**config.mk**
```make
export PLATFORM = sky130hd
export DESIGN_NAME = adc_sequencer
export DESIGN_NICKNAME = d
export VERILOG_FILES = /design/src/rtl/adc_sequencer.sv
export SDC_FILE = /design/constraint.sdc
export NUM_CORES = 1
export LEC_CHECK = 0
export CAP_MARGIN = 20
export CORE_MARGIN = 5
export CORE_UTILIZATION = 55
export DETAILED_ROUTE_END_ITERATION = 12
export GPL_ROUTABILITY_DRIVEN = 1
export HOLD_SLACK_MARGIN = 0.1
export PLACE_DENSITY = 0.79
export SYNTH_ARGS = -nofsm -noshare
export SYNTH_HDL_FRONTEND = slang
export SYNTH_SLANG_ARGS = --single-unit
```
**constraint.sdc**
```tcl
create_clock -name clk_i -period 4.6 [get_ports clk_i]
set_clock_uncertainty 0.2 [all_clocks]
set_input_delay 0.92 -clock clk_i [delete_from_list [all_inputs] [get_ports clk_i]]
set_output_delay 0.92 -clock clk_i [all_outputs]
set_load 0.01 [all_outputs]
```
**src/rtl/adc_sequencer.sv**
```systemverilog
// SAR ADC conversion sequencer: periodic/manual triggering, rdy handshake, 2^N averaging, valid/ready output.
// Optional conversion watchdog enabled by defining ADC_SEQ_TIMEOUT_EN.
module adc_sequencer #(
  parameter int unsigned RESOLUTION   = 12,
  parameter int unsigned MAX_AVG_LOG2 = 4,
  parameter int unsigned PERIOD_W     = 24,
  parameter int unsigned TIMEOUT_CYC  = 65536
) (
  input  logic                                clk_i,
  input  logic                                rst_ni,
  input  logic                                en_i,
  input  logic [PERIOD_W-1:0]                 period_i,
  input  logic [$clog2(MAX_AVG_LOG2+1)-1:0]   avg_log2_i,
  input  logic                                trig_i,
  input  logic                                clr_i,
  output logic                                adc_start_o,
  input  logic                                adc_rdy_i,
  input  logic [RESOLUTION-1:0]               adc_sample_i,
  output logic [RESOLUTION-1:0]               sample_o,
  output logic                                sample_valid_o,
  input  logic                                sample_ready_i,
  output logic                                busy_o,
  output logic                                overrun_o,
  output logic                                timeout_o
);

  localparam int unsigned AVG_W = $clog2(MAX_AVG_LOG2 + 1);
  localparam int unsigned ACC_W = RESOLUTION + MAX_AVG_LOG2;
  localparam int unsigned CNT_W = MAX_AVG_LOG2 + 1;

  typedef enum logic [2:0] {
    S_IDLE,
    S_START,
    S_CONV,
    S_ACC,
    S_DONE
  } state_t;

  state_t            state_q, state_d;
  logic              rdy_meta_q, rdy_s_q;
  logic [PERIOD_W-1:0] pcnt_q;
  logic              period_run, tick, trigger;
  logic [AVG_W-1:0]  n_q, n_clamped;
  logic [ACC_W-1:0]  acc_q;
  logic [CNT_W-1:0]  cnt_q, cnt_inc, burst_len;
  logic [RESOLUTION-1:0] sample_q, sample_d;
  logic              valid_q, overrun_q, overrun_set;
  logic              done;
  logic              wd_expire;

  // Two-flop synchronizer; resets to "idle" so a trigger right after reset does not see a stale low.
  always_ff @(posedge clk_i or negedge rst_ni) begin
    if (!rst_ni) begin
      rdy_meta_q <= 1'b1;
      rdy_s_q    <= 1'b1;
    end else begin
      rdy_meta_q <= adc_rdy_i;
      rdy_s_q    <= rdy_meta_q;
    end
  end

  assign period_run = en_i && (period_i != '0);
  assign tick       = period_run && (pcnt_q == period_i - PERIOD_W'(1));
  assign trigger    = tick || trig_i;

  always_ff @(posedge clk_i or negedge rst_ni) begin
    if (!rst_ni) begin
      pcnt_q <= '0;
    end else if (!period_run || tick) begin
      pcnt_q <= '0;
    end else begin
      pcnt_q <= pcnt_q + PERIOD_W'(1);
    end
  end

  assign n_clamped = (avg_log2_i > AVG_W'(MAX_AVG_LOG2)) ? AVG_W'(MAX_AVG_LOG2) : avg_log2_i;
  assign cnt_inc   = cnt_q + CNT_W'(1);
  assign burst_len = CNT_W'(1) << n_q;
  assign sample_d  = RESOLUTION'(acc_q >> n_q);
  assign done      = (state_q == S_DONE);
  assign busy_o    = (state_q != S_IDLE);

`ifdef ADC_SEQ_TIMEOUT_EN
  localparam int unsigned WD_W = $clog2(TIMEOUT_CYC + 1);

  logic [WD_W-1:0] wd_q;
  logic            timeout_q;

  assign wd_expire = ((state_q == S_START) || (state_q == S_CONV)) &&
                     (wd_q == WD_W'(TIMEOUT_CYC - 1));

  // Restarted on every entry to START so the budget applies per conversion, not per burst.
  always_ff @(posedge clk_i or negedge rst_ni) begin
    if (!rst_ni) begin
      wd_q <= '0;
    end else if ((state_d == S_START) && (state_q != S_START)) begin
      wd_q <= '0;
    end else if ((state_q == S_START) || (state_q == S_CONV)) begin
      wd_q <= wd_q + WD_W'(1);
    end
  end

  always_ff @(posedge clk_i or negedge rst_ni) begin
    if (!rst_ni) begin
      timeout_q <= 1'b0;
    end else begin
      timeout_q <= wd_expire || (timeout_q && !clr_i);
    end
  end

  assign timeout_o = timeout_q;
`else
  logic unused_timeout_cfg;

  assign wd_expire          = 1'b0;
  assign timeout_o          = 1'b0;
  assign unused_timeout_cfg = ^TIMEOUT_CYC;
`endif

  always_ff @(posedge clk_i or negedge rst_ni) begin
    if (!rst_ni) begin
      state_q <= S_IDLE;
    end else begin
      state_q <= state_d;
    end
  end

  always_comb begin
    state_d     = state_q;
    adc_start_o = 1'b0;
    case (state_q)
      S_IDLE: begin
        if (trigger) state_d = S_START;
      end
      S_START: begin
        adc_start_o = 1'b1;
        if (!rdy_s_q) state_d = S_CONV;
      end
      S_CONV: begin
        if (rdy_s_q) state_d = S_ACC;
      end
      S_ACC: begin
        state_d = (cnt_inc == burst_len) ? S_DONE : S_START;
      end
      S_DONE: begin
        state_d = S_IDLE;
      end
      default: begin
        state_d = S_IDLE;
      end
    endcase
    if (wd_expire) begin
      state_d     = S_IDLE;
      adc_start_o = 1'b0;
    end
  end

  // Burst configuration is captured only when leaving IDLE, so mid-burst config changes are ignored.
  always_ff @(posedge clk_i or negedge rst_ni) begin
    if (!rst_ni) begin
      n_q   <= '0;
      acc_q <= '0;
      cnt_q <= '0;
    end else if (wd_expire) begin
      acc_q <= '0;
      cnt_q <= '0;
    end else begin
      case (state_q)
        S_IDLE: begin
          if (trigger) begin
            n_q   <= n_clamped;
            acc_q <= '0;
            cnt_q <= '0;
          end
        end
        S_ACC: begin
          acc_q <= acc_q + ACC_W'(adc_sample_i);
          cnt_q <= cnt_inc;
        end
        default: begin
        end
      endcase
    end
  end

  always_ff @(posedge clk_i or negedge rst_ni) begin
    if (!rst_ni) begin
      sample_q <= '0;
      valid_q  <= 1'b0;
    end else if (done) begin
      sample_q <= sample_d;
      valid_q  <= 1'b1;
    end else if (valid_q && sample_ready_i) begin
      valid_q  <= 1'b0;
    end
  end

  assign overrun_set = (trigger && busy_o) || (done && valid_q && !sample_ready_i);

  always_ff @(posedge clk_i or negedge rst_ni) begin
    if (!rst_ni) begin
      overrun_q <= 1'b0;
    end else begin
      overrun_q <= overrun_set || (overrun_q && !clr_i);
    end
  end

  assign sample_o       = sample_q;
  assign sample_valid_o = valid_q;
  assign overrun_o      = overrun_q;

endmodule
```
==> impl_metrics.ini <==
[floorplanning]
io_pins = 63
start_util = 0.561
die_y_microns = 104
rows = 34
core_sq_um = 8680
die_x_microns = 104
dieArea_sq_um = 10800

[route]
vias = 4195
wire_per_inst_microns = 16.3
drc = 0
vias_per_cell = 5.87
drtPass1Iterations = 5
totalWireLength_microns = 11600
drt_iter0_drc = 198
antenna_left = 0

[sta]
setup_tns_ps = 0
rsz0062_at_grt = no
finalSetupViolations = 0
maxSlewViolCount = 0
fin_crit_ps = 4450
max_clock_freq_ghz = 0.225
final_hold_viol_count = 0
fin_crit_sh = 0.966
relSlewSlack = 0.322
tightest_slew_ps = 1020

[global_routing]
grt_pass1_wl_microns = 19900
grt_use_total = 0.219
antenna_found_initial = 0
grt.overflow.total = 0
grt_pass1_vias = 4133
grt_max_degree = 35

[placed_design]
gp_congestion = 0.913
hpwl_microns = 8850
port_buffers = 61
dp_cells = 699

[yosys]
avgSynthCellArea_sq_um = 8.93
yosysSeqAreaShare = 0.345
ys.flop_type = dfrtp_1
async_flop_share = 1.00
syn_area_sq_um = 4870
ys_seq_elements = 67
synth_edf_count = 0
syn_inst = 545
synth_warnings = 0
synth.distinct_cells = 67
synth_fp_nets = 608

[worst_setup_path]
arrival_ps = 4430
rr_worst_depth = 8
crit_type = primary input to register
critPathMaxFanout = 18
endpoint_kind = register
startpoint_type = primary input
cp.required_ps = 4580

[clock_tree]
cts_made_buffers = 9
clk_pin_slew_ps = 70
clk_latency_ps = 340
hold_buffers = 0
cts_max_level = 3
max-clock-path-buffers = 2
clock-sinks = 67
cts.root.buffer_cell = clkbuf_8
post-cts-setup-buffers = 0
cts_resized = 0
cts_tree = built

[hold_path]
hp-class = register to register
hold_depth = 0

[power_and_ir_drop]
swShare = 0.396
ir_drop_v = 0.000281
p_comb_frac = 0.453
p_leak_nw = 2.39
power_density_nw_per_um2 = 455
p_clk_frac = 0.193
power_switching_mw = 1.05
seq_power_share = 0.354
power.internal_mw = 1.59

[cells_and_area]
fin_cells = 715
drive_gt1_frac = 0.0824
layout.nets = 665
diodes = 0
multiInputGateArea_sq_um = 2940
synthToLayoutAreaGrowth_pct = 19.1
fillCellCount = 710
seq_area_sq_um = 1680

[status]
status = finished clean

[flow_run]
maxCapViolations = 0
[cell type report]
type / instances / area share
tap: 108 / 0.0233
inverter: 29 / 0.0188
sequential: 67 / 0.290
clock buffer: 14 / 0.0298
clock inverter: 2 / 0.00604
timing repair buffer: 75 / 0.125
multi-input combinational: 420 / 0.508
[worst max-delay path, stage by stage]
cell and delay (ps):
clkdlybuf4s50_1 480, inv_1 130, ha_1 220, or3b_2 520, a211o_1 250, a2111oi_0 420
nand4_1 240, nor4_4 380, a31oi_4 210, o21ai_4 470, o21ai_0 180
[logic make-up after synthesis]
kind of cell    count (synthesis)  share of synthesized area
buf+inv                        58                     0.0501
compound gates                107                      0.154
simple gates                  203                      0.220
flops                          67                      0.345
mux                            27                     0.0686
fa+ha+maj                      17                     0.0452
xor+xnor                       65                      0.117
other cells                     1                   0.000770
[worst paths after layout]
path | end | startpoint | slack [ps]
worst max-delay path | acc_q[0] | period_i[0] | 150
worst min-delay path | rdy_s_q | rdy_meta_q | 160
worst max register to register | acc_q[0] | pcnt_q[5] | 1390
worst min register to register | rdy_s_q | rdy_meta_q | 160
max in group asynchronous | rdy_meta_q | rst_ni | 2810
min in group asynchronous | pcnt_q[0] | rst_ni | 430
[power groups by stage]
| stage | logic (mW) | clock network [mW] | registers, mW |
|---|---|---|---|
| after floorplan | 0.897 | 0 | 0.844 |
| after global placement | 1.14 | 0 | 0.934 |
| after detailed placement | 1.18 | 0 | 0.943 |
| after CTS | 1.19 | 0.517 | 0.935 |
| after global routing | 1.31 | 0.540 | 0.965 |
| final | 1.20 | 0.509 | 0.935 |
[layout by cell type, fill, tap and decap left out, types with 9 or more instances in the layout]
| cell | synthesis | layout |
|---|---|---|
| inv_1 | 29 | 29 |
| dfrtp_1 | 65 | 65 |
| nor3_1 | 11 | 11 |
| mux2i_1 | 21 | 21 |
| nor4_1 | 9 | 9 |
| buf_4 | 1 | 13 |
| o211ai_1 | 13 | 13 |
| nand4_1 | 10 | 10 |
| and3_1 | 11 | 11 |
| nor2_1 | 49 | 49 |
| a21oi_1 | 15 | 15 |
| clkdlybuf4s50_1 | 0 | 60 |
| ha_1 | 16 | 16 |
| o21ai_0 | 22 | 22 |
| nand2_1 | 47 | 47 |
| xor2_1 | 23 | 23 |
| clkbuf_8 | 0 | 12 |
| o22ai_1 | 13 | 13 |
| xnor2_1 | 42 | 42 |
| nand3_1 | 15 | 15 |
[stage by stage]
stage	setup slack, ps	instance area [sq um]	hold slack [ps]	utilization	power (mW)
after global placement	50.9	5590	148	0.644	2.07
after global routing	40.6	5800	160	0.668	2.81
after floorplan	633	4870	145	-	1.74
after CTS	200	5800	158	0.668	2.65
after detailed placement	-101	5590	147	0.644	2.12
final	154	5800	158	0.668	2.64
[flip-flops by register name, summed over array words and instances, names as in the netlist, 3 cells and up]
register / count
pcnt_q: 24
acc_q: 16
sample_o: 12
cnt_q: 5
n_q: 3
state_q: 3
[routing by layer]
| metal | track usage | wire length, microns | vias up |
|---|---|---|---|
| li1 | - | - | 2072 |
| met3 | 0.0435 | 445 | 24 |
| met1 | 0.274 | 5060 | 1997 |
| met2 | 0.369 | 5770 | 102 |
| met4 | 0.0870 | 344 | 0 |
| met5 | 0 | 0 | - |
[Yosys cell counts (all sizes together) (10+ instances only)]
library cell  number  area [sq um]
nand3             15          75.1
nand4             10          62.6
buf               14          78.8
nand2             47           176
o21ai             24           131
nor3              11          55.1
clkbuf            15          56.3
mux2i             21           210
o211ai            13          97.6
and3              11          68.8
xnor2             42           368
dfrtp             65          1630
inv               29           109
a21oi             15          75.1
ha                16           200
xor2              23           201
nor2              50           195
nor4              12           103
o22ai             13          81.3
Note: power is estimated with default switching activity, not from simulation.
